===== src/rtl/seq_adders_tree_if.sv =====
// Operand/result handshake bundle for seq_adders_tree.
// The master side is the producer/consumer; the slave side is the block itself.
interface seq_adders_tree_if #(
   parameter int AW = 4,
   parameter int CW = 8
);
   logic          in_valid;
   logic          in_ready;
   logic [AW-1:0] a;
   logic [AW-1:0] b;
   logic [CW-1:0] c;
   logic [CW-1:0] d;
   logic          out_valid;
   logic          out_ready;
   logic [AW:0]   sum1;
   logic [CW:0]   sum2;
   logic [CW+1:0] sum3;
   logic          busy;
   logic [7:0]    txn_cnt;

   modport master (
      output in_valid, a, b, c, d, out_ready,
      input  in_ready, out_valid, sum1, sum2, sum3, busy, txn_cnt
   );

   modport slave (
      input  in_valid, a, b, c, d, out_ready,
      output in_ready, out_valid, sum1, sum2, sum3, busy, txn_cnt
   );
endinterface


===== src/rtl/seq_adders_tree.sv =====
// Sequential adders tree: sum1=a+b, sum2=c+d, sum3=sum1+sum2 over three cycles on one shared adder.
// Define SEQ_ADDERS_TREE_B2B_EN to let DONE accept the next operand set on the output handshake.
module seq_adders_tree #(
   parameter int AW = 4,
   parameter int CW = 8
) (
   input  logic                 clk,
   input  logic                 rst_n,
   seq_adders_tree_if.slave     bus
);

   typedef enum logic [2:0] {
      IDLE = 3'd0,
      S1   = 3'd1,
      S2   = 3'd2,
      S3   = 3'd3,
      DONE = 3'd4
   } state_t;

   state_t        state_q, state_d;
   logic [AW-1:0] a_q, a_d, b_q, b_d;
   logic [CW-1:0] c_q, c_d, d_q, d_d;
   logic [AW:0]   sum1_q, sum1_d;
   logic [CW:0]   sum2_q, sum2_d;
   logic [CW+1:0] sum3_q, sum3_d;
   logic [7:0]    txn_cnt_q, txn_cnt_d;
   logic          out_valid_q, out_valid_d;
   logic          in_ready_q, in_ready_d;
   logic          busy_q, busy_d;

   logic [CW+1:0] add_a_s, add_b_s, add_sum_s;
   logic          in_ready_s, accept_s, out_hs_s;

   // Shared adder operand select; zero-extension to CW+2 rules out overflow.
   always_comb begin
      add_a_s = '0;
      add_b_s = '0;
      case (state_q)
         S1: begin
            add_a_s = {{(CW+2-AW){1'b0}}, a_q};
            add_b_s = {{(CW+2-AW){1'b0}}, b_q};
         end
         S2: begin
            add_a_s = {2'b00, c_q};
            add_b_s = {2'b00, d_q};
         end
         S3: begin
            add_a_s = {{(CW+1-AW){1'b0}}, sum1_q};
            add_b_s = {1'b0, sum2_q};
         end
         default: begin
            add_a_s = '0;
            add_b_s = '0;
         end
      endcase
      add_sum_s = add_a_s + add_b_s;
   end

`ifdef SEQ_ADDERS_TREE_B2B_EN
   assign in_ready_s = in_ready_q | ((state_q == DONE) & bus.out_ready);
`else
   assign in_ready_s = in_ready_q;
`endif
   assign accept_s = in_ready_s & bus.in_valid;
   assign out_hs_s = out_valid_q & bus.out_ready;

   // Next-state and datapath register updates.
   always_comb begin
      state_d   = state_q;
      a_d       = a_q;
      b_d       = b_q;
      c_d       = c_q;
      d_d       = d_q;
      sum1_d    = sum1_q;
      sum2_d    = sum2_q;
      sum3_d    = sum3_q;
      txn_cnt_d = txn_cnt_q;
      case (state_q)
         IDLE: begin
            if (accept_s) begin
               a_d     = bus.a;
               b_d     = bus.b;
               c_d     = bus.c;
               d_d     = bus.d;
               state_d = S1;
            end else begin
               state_d = IDLE;
            end
         end
         S1: begin
            sum1_d  = add_sum_s[AW:0];
            state_d = S2;
         end
         S2: begin
            sum2_d  = add_sum_s[CW:0];
            state_d = S3;
         end
         S3: begin
            sum3_d  = add_sum_s;
            state_d = DONE;
         end
         DONE: begin
            if (out_hs_s) begin
               txn_cnt_d = txn_cnt_q + 8'd1;
`ifdef SEQ_ADDERS_TREE_B2B_EN
               if (accept_s) begin
                  a_d     = bus.a;
                  b_d     = bus.b;
                  c_d     = bus.c;
                  d_d     = bus.d;
                  state_d = S1;
               end else begin
                  state_d = IDLE;
               end
`else
               state_d = IDLE;
`endif
            end else begin
               state_d = DONE;
            end
         end
         default: begin
            state_d = IDLE;
         end
      endcase
      out_valid_d = (state_d == DONE);
      in_ready_d  = (state_d == IDLE);
      busy_d      = (state_d != IDLE);
   end

   // State and output registers with synchronous active-low reset.
   always_ff @(posedge clk) begin
      if (!rst_n) begin
         state_q     <= IDLE;
         a_q         <= '0;
         b_q         <= '0;
         c_q         <= '0;
         d_q         <= '0;
         sum1_q      <= '0;
         sum2_q      <= '0;
         sum3_q      <= '0;
         txn_cnt_q   <= 8'd0;
         out_valid_q <= 1'b0;
         in_ready_q  <= 1'b1;
         busy_q      <= 1'b0;
      end else begin
         state_q     <= state_d;
         a_q         <= a_d;
         b_q         <= b_d;
         c_q         <= c_d;
         d_q         <= d_d;
         sum1_q      <= sum1_d;
         sum2_q      <= sum2_d;
         sum3_q      <= sum3_d;
         txn_cnt_q   <= txn_cnt_d;
         out_valid_q <= out_valid_d;
         in_ready_q  <= in_ready_d;
         busy_q      <= busy_d;
      end
   end

   assign bus.in_ready  = in_ready_s;
   assign bus.out_valid = out_valid_q;
   assign bus.sum1      = sum1_q;
   assign bus.sum2      = sum2_q;
   assign bus.sum3      = sum3_q;
   assign bus.busy      = busy_q;
   assign bus.txn_cnt   = txn_cnt_q;

endmodule


===== src/flat_wrapper.sv =====
// flat-port wrapper written by rule: the top's interface ports become plain ports
module seq_adders_tree_flat 
#(
   parameter int AW = 4,
   parameter int CW = 8
)
  (clk, rst_n, bus_in_valid, bus_a, bus_b, bus_c, bus_d, bus_out_ready, bus_in_ready, bus_out_valid, bus_sum1, bus_sum2, bus_sum3, bus_busy, bus_txn_cnt);
  seq_adders_tree_if #(.AW(AW), .CW(CW)) bus_i ();
  input  logic clk;
  input  logic rst_n;
  input wire logic [$bits(bus_i.in_valid)-1:0] bus_in_valid;
  input wire logic [$bits(bus_i.a)-1:0] bus_a;
  input wire logic [$bits(bus_i.b)-1:0] bus_b;
  input wire logic [$bits(bus_i.c)-1:0] bus_c;
  input wire logic [$bits(bus_i.d)-1:0] bus_d;
  input wire logic [$bits(bus_i.out_ready)-1:0] bus_out_ready;
  output wire logic [$bits(bus_i.in_ready)-1:0] bus_in_ready;
  output wire logic [$bits(bus_i.out_valid)-1:0] bus_out_valid;
  output wire logic [$bits(bus_i.sum1)-1:0] bus_sum1;
  output wire logic [$bits(bus_i.sum2)-1:0] bus_sum2;
  output wire logic [$bits(bus_i.sum3)-1:0] bus_sum3;
  output wire logic [$bits(bus_i.busy)-1:0] bus_busy;
  output wire logic [$bits(bus_i.txn_cnt)-1:0] bus_txn_cnt;
  assign bus_i.in_valid = bus_in_valid;
  assign bus_i.a = bus_a;
  assign bus_i.b = bus_b;
  assign bus_i.c = bus_c;
  assign bus_i.d = bus_d;
  assign bus_i.out_ready = bus_out_ready;
  assign bus_in_ready = bus_i.in_ready;
  assign bus_out_valid = bus_i.out_valid;
  assign bus_sum1 = bus_i.sum1;
  assign bus_sum2 = bus_i.sum2;
  assign bus_sum3 = bus_i.sum3;
  assign bus_busy = bus_i.busy;
  assign bus_txn_cnt = bus_i.txn_cnt;
  seq_adders_tree #(.AW(AW), .CW(CW)) u_core (.clk(clk), .rst_n(rst_n), .bus(bus_i));
endmodule

===== config.mk =====
export PLATFORM = sky130hd
export DESIGN_NAME = seq_adders_tree_flat
export DESIGN_NICKNAME = d
export VERILOG_FILES = /design/src/rtl/seq_adders_tree_if.sv /design/src/rtl/seq_adders_tree.sv /design/src/flat_wrapper.sv
export SDC_FILE = /design/constraint.sdc
export NUM_CORES = 1
export LEC_CHECK = 0
export ABC_AREA = 1
export ABC_CLOCK_PERIOD_IN_PS = 6400
export BUFFER_PORTS_ARGS = -buffer_cell sky130_fd_sc_hd__buf_2
export CAP_MARGIN = 20
export CELL_PAD_IN_SITES_DETAIL_PLACEMENT = 1
export CELL_PAD_IN_SITES_GLOBAL_PLACEMENT = 1
export CORE_MARGIN = 2
export CORE_UTILIZATION = 43
export CTS_BUF_LIST = sky130_fd_sc_hd__clkbuf_4 sky130_fd_sc_hd__clkbuf_8
export DETAILED_ROUTE_END_ITERATION = 8
export PLACE_DENSITY_LB_ADDON = 0.12
export SYNTH_ARGS = -nofsm -noshare
export SYNTH_HDL_FRONTEND = slang
export SYNTH_SLANG_ARGS = --single-unit

===== constraint.sdc =====
create_clock -name clk -period 6.4 [get_ports clk]
set_input_delay 0.64 -clock clk [delete_from_list [all_inputs] [get_ports clk]]
set_output_delay 0.64 -clock clk [all_outputs]
set_load 0.02 [all_outputs]

==> results.cfg, run 1 <==
[synthesis]
synth_nets = 469
syn_inst = 431
synth_area_um2 = 2970
synth_top_family_by_area = simple AND/OR/NAND/NOR gates
avgSynthCellArea_um2 = 6.89
synthXorXnorAreaFrac = 0.00590
yosysSeqAreaShare = 0.418
synth_fa_ha_area_frac = 0.0447
synth_compound_area_frac = 0.147
synthMuxAreaShare = 0
synth_cell_type_count = 28
ys_ff_latch = 62
yosys.area_share.simple = 0.277
yosysWarnings = 0

[power]
p_leak_nw = 1.70
ir_worst_vdd_mv = 0.170
cellPowerDensity_nw_per_um2 = 310

[worst_hold_path]
min_path_type = flip-flop to flip-flop

[finish]
nNetsFinal = 526
multi_input_area_um2 = 1410
regArea_um2 = 1240
fin_cells = 573
nFillCells = 930
area_growth_pct = 19.0
drive_above_1_share = 0.191
diodes = 0

[floorplanning]
dieArea_um2 = 7590
fp.dieW_um = 87.1
fp.coreArea_um2 = 6760
rows = 30
ios = 63
start_util = 0.440
die_h_um = 87.1

[route]
dr_wl_met3_um = 272
viasPerCell = 5.10
routedWlPerCell_um = 14.4
drt_iter0_drc = 104
wl_met2_mm = 4.17
drc = 0
top_layer = met4
wirelength_mm = 8.23
dr.pass1.iters = 4
vias = 2922
wl_met1_mm = 3.64
antenna_left = 0

[sta]
slew_headroom = 0.371
tightest_slew_ns = 0.941
finalCritPeriodShare = 0.475
fin_crit_ns = 3.04
finClkSkew_ns = 0.00815
hold_viol_final = 0
setup_viol = 0
setup_tns_ns = 0
maxSlewViolCount = 0
clock.fmax_mhz = 329
rsz0062_at_grt = no
holdWs_ns = 0.457

[clock_tree]
ctsResizeCount = 0
numCtsBuffers = 9
cts_tree = yes
cts_buffer_depth = 2
postCtsSetupBuffers = 0
cts_sinks = 62
clock-root-buffer = clkbuf_8
clock_latency_ns = 0.34
holdBufCountCts = 0
clkTransAtPathRegs_ns = 0.07
htree_levels = 3

[setup_path]
r2r_slack_ns = 3.36
path_class = flip-flop to flip-flop
worstRegToRegCells = 14
worstSetupStartpointType = flip-flop
critPathCapture = u_core.bus.sum1[4]
cp-end-kind = flip-flop
arrival_ns = 3.28
rr_startpoint = u_core.state_q[0]
reg2reg_to = u_core.bus.sum1[4]
startpoint = u_core.state_q[0]
crit_required_ns = 6.64
critPathMaxFanout = 13

[grt]
grt_pass1_wl_mm = 13.6
grt_max_degree = 43
antenna_found_initial = 0
grt_overflow = 0
grt_pass1_vias = 2975
grt_usage = 0.232

[placement]
dp_hpwl_mm = 5.94
finalWeightedCongestion = 0.813
dp_cells = 557
port_buffers = 62

[job]
cap_violations = 0

[status]
status = finished clean
[cells in the mapped netlist (all sizes together)]
cell | number | area, um2
xnor2 | 1 | 8.76
o221ai | 1 | 8.76
buf | 11 | 52.6
a21oi | 29 | 145
ha | 9 | 113
inv | 65 | 244
o211ai | 7 | 52.6
clkbuf | 6 | 22.5
a22oi | 2 | 15.0
nor3 | 4 | 36.3
fa | 1 | 20.0
nor2 | 70 | 278
xor2 | 1 | 8.76
nand4 | 4 | 25.0
nand2 | 86 | 323
nand3b | 3 | 22.5
nand3 | 24 | 125
o21ai | 42 | 210
dfxtp | 62 | 1240
a31oi | 1 | 6.26
or2 | 2 | 12.5
[sequential cells by signal, summed over array words and instances (netlist names)]
signal / count
u_core.a_q: 4
u_core.b_q: 4
u_core.bus.busy: 1
u_core.bus.in_ready: 1
u_core.bus.out_valid: 1
u_core.bus.sum1: 5
u_core.bus.sum2: 9
u_core.bus.sum3: 10
u_core.bus.txn_cnt: 8
u_core.c_q: 8
u_core.d_q: 8
u_core.state_q: 3
[stage by stage]
step	utilization	setup WS [ns]	instance area, um2	power [mW]
finish	0.523	3.36	3540	1.10
global route	0.523	3.06	3540	1.16
CTS	0.523	3.34	3540	1.11
detailed placement	0.490	3.39	3310	0.721
global placement	0.490	3.59	3310	0.710
floorplan	-	4.10	2970	0.645
[final cells by class]
| type | instances | share of cell area |
|---|---|---|
| Multi-Input combinational cell | 287 | 0.399 |
| Clock inverter | 6 | 0.0241 |
| Tap cell | 80 | 0.0283 |
| Sequential cell | 62 | 0.351 |
| Timing Repair Buffer | 63 | 0.0899 |
| Inverter | 65 | 0.0690 |
| Clock buffer | 10 | 0.0389 |
[per-layer routing]
metal	track usage	vias to the layer above
met5	0	-
met3	0.0720	11
met4	0.0769	0
met2	0.416	45
li1	-	1481
met1	0.259	1385
[placed cells by master, fill, tap and decap left out]
| cell | Yosys | layout |
|---|---|---|
| nor3_4 | 1 | 1 |
| clkinvlp_4 | 0 | 2 |
| buf_4 | 0 | 1 |
| fa_1 | 1 | 1 |
| inv_1 | 57 | 57 |
| a31oi_1 | 1 | 1 |
| a22oi_1 | 2 | 2 |
| nand3_2 | 1 | 1 |
| xnor2_1 | 1 | 1 |
| nor2_1 | 68 | 68 |
| xor2_1 | 1 | 1 |
| or2_2 | 2 | 2 |
| nor3_1 | 2 | 2 |
| clkbuf_8 | 0 | 10 |
| bufinv_16 | 0 | 2 |
| o221ai_1 | 1 | 1 |
| a21oi_1 | 29 | 29 |
| nor3_2 | 1 | 1 |
| buf_2 | 9 | 62 |
| nor2_4 | 2 | 2 |
| nand2_1 | 86 | 86 |
| o211ai_1 | 7 | 7 |
| o21ai_1 | 4 | 4 |
| nand4_1 | 4 | 4 |
| inv_2 | 8 | 8 |
| dfxtp_1 | 62 | 62 |
| nand3_1 | 23 | 23 |
| ha_1 | 9 | 9 |
| clkinv_2 | 0 | 2 |
| o21ai_0 | 38 | 38 |
| nand3b_1 | 3 | 3 |
[power by group]
group	internal, mW	total (mW)	switching (mW)
registers	0.439	0.471	0.0314
clock network	0.228	0.386	0.157
logic	0.0780	0.241	0.163
[cell families after synthesis]
| family | count (synthesis) |
|---|---|
| AND/OR/NAND/NOR | 193 |
| AO/OA/AOI/OAI | 82 |
| buffers and inverters | 82 |
| flip-flops | 62 |
| adder cells (fa/ha/maj) | 10 |
| XOR/XNOR | 2 |
[worst min-delay path by stage]
stage,start,to,slack [ns],cells past startpoint
3_5_place_dp,u_core.c_q[6],u_core.c_q[6],0.45,2
2_1_floorplan,u_core.a_q[1],u_core.a_q[1],0.43,2
4_1_cts,u_core.c_q[6],u_core.c_q[6],0.46,2
5_1_grt,u_core.c_q[6],u_core.c_q[6],0.47,2
6_report,u_core.c_q[6],u_core.c_q[6],0.46,2
3_3_place_gp,u_core.c_q[6],u_core.c_q[6],0.45,2
[worst max-delay path, cell delays in order (launching register included)]
cell and delay [ns]:
dfxtp_1 0.43, inv_1 0.08, nor3_2 0.60, inv_2 0.21, o221ai_1 0.28, inv_1 0.10, fa_1 0.47, inv_1 0.07
nand2_1 0.05, nand2_1 0.11, nand2_1 0.08, xor2_1 0.24, nand2_1 0.09, nand2_1 0.08, inv_1 0.05
Note: power is estimated with default switching activity, not from simulation.
==> run 2: changes to the inputs <==
--- a/config.mk
+++ b/config.mk
@@ -6,13 +6,13 @@
 export NUM_CORES = 1
 export LEC_CHECK = 0
 export ABC_AREA = 1
-export ABC_CLOCK_PERIOD_IN_PS = 6400
+export ABC_CLOCK_PERIOD_IN_PS = 3100
 export BUFFER_PORTS_ARGS = -buffer_cell sky130_fd_sc_hd__buf_2
 export CAP_MARGIN = 20
 export CELL_PAD_IN_SITES_DETAIL_PLACEMENT = 1
 export CELL_PAD_IN_SITES_GLOBAL_PLACEMENT = 1
 export CORE_MARGIN = 2
-export CORE_UTILIZATION = 43
+export CORE_UTILIZATION = 40
 export CTS_BUF_LIST = sky130_fd_sc_hd__clkbuf_4 sky130_fd_sc_hd__clkbuf_8
 export DETAILED_ROUTE_END_ITERATION = 8
 export PLACE_DENSITY_LB_ADDON = 0.12
==> constraint.sdc (replaced) <==
create_clock -name clk -period 3.1 [get_ports clk]
set_input_delay 0.31 -clock clk [delete_from_list [all_inputs] [get_ports clk]]
set_output_delay 0.31 -clock clk [all_outputs]
set_load 0.02 [all_outputs]
==> results.cfg, run 2 (synthesized netlist as in run 1, its figures left out) <==
[status]
status = finished clean

[sta]
setup_viol = 0
maxSlewViolCount = 0
hold_viol_final = 0
rsz0062_at_grt = no
setup_tns_ns = 0
finClkSkew_ns = 0.00832
layout_setup_ws_ns = 0.623
slew_headroom = 0.529
tightest_slew_ns = 0.705
fin_crit_ns = 2.48
clock.fmax_mhz = 404
finalCritPeriodShare = 0.799

[setup_path]
critPathCapture = u_core.bus.sum3[4]
path_class = flip-flop to flip-flop
arrival_ns = 2.72
startpoint = u_core.state_q[0]
critPathMaxFanout = 13
worstSetupStartpointType = flip-flop
rr_startpoint = u_core.state_q[0]
crit_required_ns = 3.35
worstRegToRegCells = 15
r2r_slack_ns = 0.62
reg2reg_to = u_core.bus.sum3[4]
cp-end-kind = flip-flop

[route]
antenna_left = 0
wirelength_mm = 8.01
viasPerCell = 4.90
drt_iter0_drc = 59
drc = 0
routedWlPerCell_um = 13.4
dr.pass1.iters = 4
vias = 2933

[placement]
dp_cells = 582
finalWeightedCongestion = 0.776
port_buffers = 62
dp_slack_ns = 0.625
dp_hpwl_mm = 5.92

[grt]
grt_overflow = 0
grt_usage = 0.210
grt_max_degree = 43
grt_pass1_wl_mm = 13.9
grt_pass1_vias = 3082
antenna_found_initial = 0

[finish]
layout_common_cells = nand2_1, nor2_1, buf_2, dfxtp_1, inv_1
area_growth_pct = 21.9
largest_reg_flops = 10
fin_cells = 598
diodes = 0
final_common_cell = nand2_1
drive_above_1_share = 0.200
fin_util = 0.502
nNetsFinal = 532

[power]
p_sw_frac = 0.306
p_total_mw = 2.31
p_leak_nw = 1.74
internal_power_mw = 1.60
power_frac_comb = 0.215
cellPowerDensity_nw_per_um2 = 638
power_frac_seq = 0.421
pwr-share-clk = 0.364
ir_worst_vdd_mv = 0.311
p_sw_uw = 706

[clock_tree]
postCtsSetupBuffers = 0
clock-root-buffer = clkbuf_8
clock_latency_ns = 0.34
cts_tree = yes
ctsResizeCount = 0
htree_levels = 3
clkTransAtPathRegs_ns = 0.07
cts_buffer_depth = 2
holdBufCountCts = 0
cts_sinks = 62
numCtsBuffers = 9

[worst_hold_path]
hold_path_depth = 3
min_path_type = primary input to flip-flop

[job]
cap_violations = 0

[floorplanning]
die_h_um = 90.2
start_util = 0.412
fp.coreArea_um2 = 7210
ios = 63
rows = 31
fp.dieW_um = 90.2
dieArea_um2 = 8130
run 2: cell count changes in the layout (fill, tap and decap cells not counted), sizes merged:
cell,before,now
buf,63,69
clkinv,2,1
clkbuf,10,13
clkinvlp,2,0
run 2: power groups by stage:
stage | sequential, mW | clock (mW) | combinational (mW)
6_report | 0.972 | 0.842 | 0.497
4_1_cts | 0.974 | 0.862 | 0.506
5_1_grt | 0.985 | 0.903 | 0.567
3_3_place_gp | 0.990 | 0 | 0.491
3_5_place_dp | 0.992 | 0 | 0.503
2_1_floorplan | 1.03 | 0 | 0.305
run 2: routing by layer:
layer	vias up	GRT usage	share of wire
met5	-	0	0
met4	0	0.0526	0.0064
met3	6	0.0536	0.031
met2	38	0.386	0.51
met1	1397	0.243	0.45
li1	1492	-	-
run 2: cell type report:
cell class | count | area [um2]
Fill cell | 986 | 3590
Multi-Input combinational cell | 287 | 1410
Sequential cell | 62 | 1240
Timing Repair Buffer | 69 | 363
Inverter | 65 | 244
Clock buffer | 13 | 173
Tap cell | 99 | 124
Clock inverter | 3 | 65.1
run 2: critical path, cell delays in order, from the launching register on:
cell and delay, ns:
dfxtp_1 0.42, inv_1 0.08, nor3_2 0.10, buf_4 0.21, inv_2 0.10, o221ai_1 0.21, inv_1 0.10, fa_1 0.47
inv_1 0.08, nand2_1 0.05, nand2_1 0.10, nand2_1 0.07, xor2_1 0.21, nand2_1 0.08, nand2_1 0.07, inv_1 0.04
run 2: worst min path at each step:
| stage | from | to | slack [ns] |
|---|---|---|---|
| global route | bus_b[1] | u_core.b_q[1] | 0.22 |
| finish | bus_a[2] | u_core.a_q[2] | 0.22 |
| CTS | bus_c[1] | u_core.c_q[1] | 0.21 |
| floorplan | u_core.a_q[1] | u_core.a_q[1] | 0.43 |
| global placement | u_core.c_q[5] | u_core.c_q[5] | 0.45 |
| detailed placement | u_core.bus.txn_cnt[4] | u_core.bus.txn_cnt[4] | 0.46 |
run 2: metrics by stage:
stage / hold WS (ns) / area [um2]
after floorplan: 0.429 / 2970
after global placement: 0.445 / 3380
after detailed placement: 0.459 / 3380
after CTS: 0.207 / 3620
after global routing: 0.219 / 3620
final: 0.216 / 3620
==> run 3: changes to the inputs <==
--- a/config.mk
+++ b/config.mk
@@ -6,7 +6,7 @@
 export NUM_CORES = 1
 export LEC_CHECK = 0
 export ABC_AREA = 1
-export ABC_CLOCK_PERIOD_IN_PS = 3100
+export ABC_CLOCK_PERIOD_IN_PS = 2300
 export BUFFER_PORTS_ARGS = -buffer_cell sky130_fd_sc_hd__buf_2
 export CAP_MARGIN = 20
 export CELL_PAD_IN_SITES_DETAIL_PLACEMENT = 1
==> constraint.sdc (replaced) <==
create_clock -name clk -period 2.3 [get_ports clk]
set_input_delay 0.23 -clock clk [delete_from_list [all_inputs] [get_ports clk]]
set_output_delay 0.23 -clock clk [all_outputs]
set_load 0.02 [all_outputs]
==> results.cfg, run 3 (synthesized netlist as in run 1, its figures left out) <==
[status]
status = finished, violations left
violations = negative setup slack

[grt]
grt_usage = 0.227
antenna_found_initial = 0
grt_pass1_wl_mm = 14.8
grt_pass1_vias = 3117
grt_overflow = 0
grt_max_degree = 42

[power]
p_sw_mw = 1.02
cellPowerDensity_nw_per_um2 = 777
p_total_mw = 3.05
internal_power_mw = 2.03
power_frac_comb = 0.271
power_frac_seq = 0.432
pwr-share-clk = 0.297
p_leak_nw = 1.84
p_sw_frac = 0.335
ir_worst_vdd_mv = 0.409

[finish]
nNetsFinal = 553
largest_reg_flops = 10
nFillCells = 967
diodes = 0
drive_above_1_share = 0.301
fin_util = 0.544
layout_common_cells = nand2_1, nor2_1, buf_2
area_growth_pct = 32.0
final_common_cell = nand2_1

[sta]
layout_setup_ws_ns = -0.0295
setup_viol = 3
clock.fmax_mhz = 429
slew_headroom = 0.495
holdWs_ns = 0.135
hold_viol_final = 0
fin_crit_ns = 2.33
setup_tns_ns = -0.0514
maxSlewViolCount = 0
rsz0062_at_grt = yes
tightest_slew_ns = 0.757
finClkSkew_ns = 0.0115
finalCritPeriodShare = 1.01

[clock_tree]
clkTransAtPathRegs_ns = 0.07
clock-root-buffer = clkbuf_8
htree_levels = 3
cts_tree = yes
clock_latency_ns = 0.35
cts_sinks = 62
cts_buffer_depth = 2
holdBufCountCts = 0
numCtsBuffers = 9

[setup_path]
crit_top_cell = buf_4
critPathMaxStageDelay_ns = 0.41
critPathMaxFanout = 4
cp_slowest_cell = fa_2
path_cells = nor3_2 -> buf_4 -> buf_4 -> inv_2 -> o221ai_2 -> inv_1 -> fa_2 -> inv_2 -> nand2_2 -> nand2_4 -> buf_4 -> nand3_4 -> nand3_2 -> nand3_2 -> nand2_1 -> inv_1
cp-end-kind = flip-flop
crit_required_ns = 2.56
worstSetupStartpointType = flip-flop
arrival_ns = 2.58
path_class = flip-flop to flip-flop

[worst_hold_path]
min_path_type = primary input to flip-flop

[floorplanning]
rows = 31
ios = 63
start_util = 0.412
dieArea_um2 = 8130
fp.dieW_um = 90.2
die_h_um = 90.2
fp.coreArea_um2 = 7210

[route]
viasPerCell = 4.98
drc = 0
vias = 3070
antenna_left = 0
routedWlPerCell_um = 14.8
dr.pass1.iters = 4
wirelength_mm = 9.14
drt_iter0_drc = 123

[placement]
port_buffers = 62
finalWeightedCongestion = 0.827
dp_hpwl_mm = 6.12

[job]
cap_violations = 0
run 3: cell types whose count changed in the layout (fill, tap and decap cells not counted), moves of 3 or more:
cell	delta
ha_1	-4
nand3_2	+6
nand2_2	+10
nand3_1	-7
nand2_1	-11
buf_4	+18
inv_2	+3
inv_1	-3
ha_4	+3
dfxtp_1	-3
run 3: timing repair:
item                                    CTS  global route
resized for setup                        11            40
pin swaps                                 5            15
buffers inserted                          4             7
endpoints found under the setup margin   12            18
run 3: power by group through the flow:
stage	Combinational [mW]	Sequential (mW)	Clock, mW
floorplan	0.413	1.38	0
detailed placement	0.734	1.34	0
global placement	0.709	1.33	0
finish	0.825	1.32	0.906
CTS	0.764	1.32	0.906
global route	0.924	1.33	0.972
run 3: final timing paths:
check	slack (ns)	startpoint	to	cells after the start
worst max-delay path	-0.03	u_core.state_q[1]	u_core.bus.sum2[8]	16
worst min-delay path	0.14	bus_a[0]	u_core.a_q[0]	3
worst max register to register	-0.03	u_core.state_q[1]	u_core.bus.sum2[8]	16
worst min register to register	0.47	u_core.c_q[7]	u_core.c_q[7]	2
run 3: per-stage QoR:
stage,cell area (um2),setup WS (ns),cells
detailed placement,3470,-0.191,592
CTS,3710,0.00281,610
global placement,3470,0.0119,592
finish,3920,-0.0295,617
floorplan,2970,0.0259,431
global route,3920,-0.224,617
run 3: metal layers:
layer  vias up  wire length [um]  GRT usage
met4         0               210     0.0872
met2        61              4750      0.412
met1      1462              3870      0.266
met3        17               313     0.0402
li1       1530                 -          -
met5         -                 0          0
run 3: critical path: cells and delay by family (launching register included):
family / cells / cell delay [ns]
AND/OR/NAND/NOR: 7 / 0.65
buffers and inverters: 7 / 0.64
adder cells (fa/ha/maj): 1 / 0.41
flip-flops: 1 / 0.37
AO/OA/AOI/OAI: 1 / 0.16
run 3: layout make-up:
class,count,area (um2),area share
Inverter,65,244,0.0622
Clock inverter,1,5.00,0.00128
Timing Repair Buffer,90,541,0.138
Multi-Input combinational cell,287,1590,0.404
Tap cell,99,124,0.0316
Sequential cell,62,1250,0.319
Clock buffer,13,173,0.0440
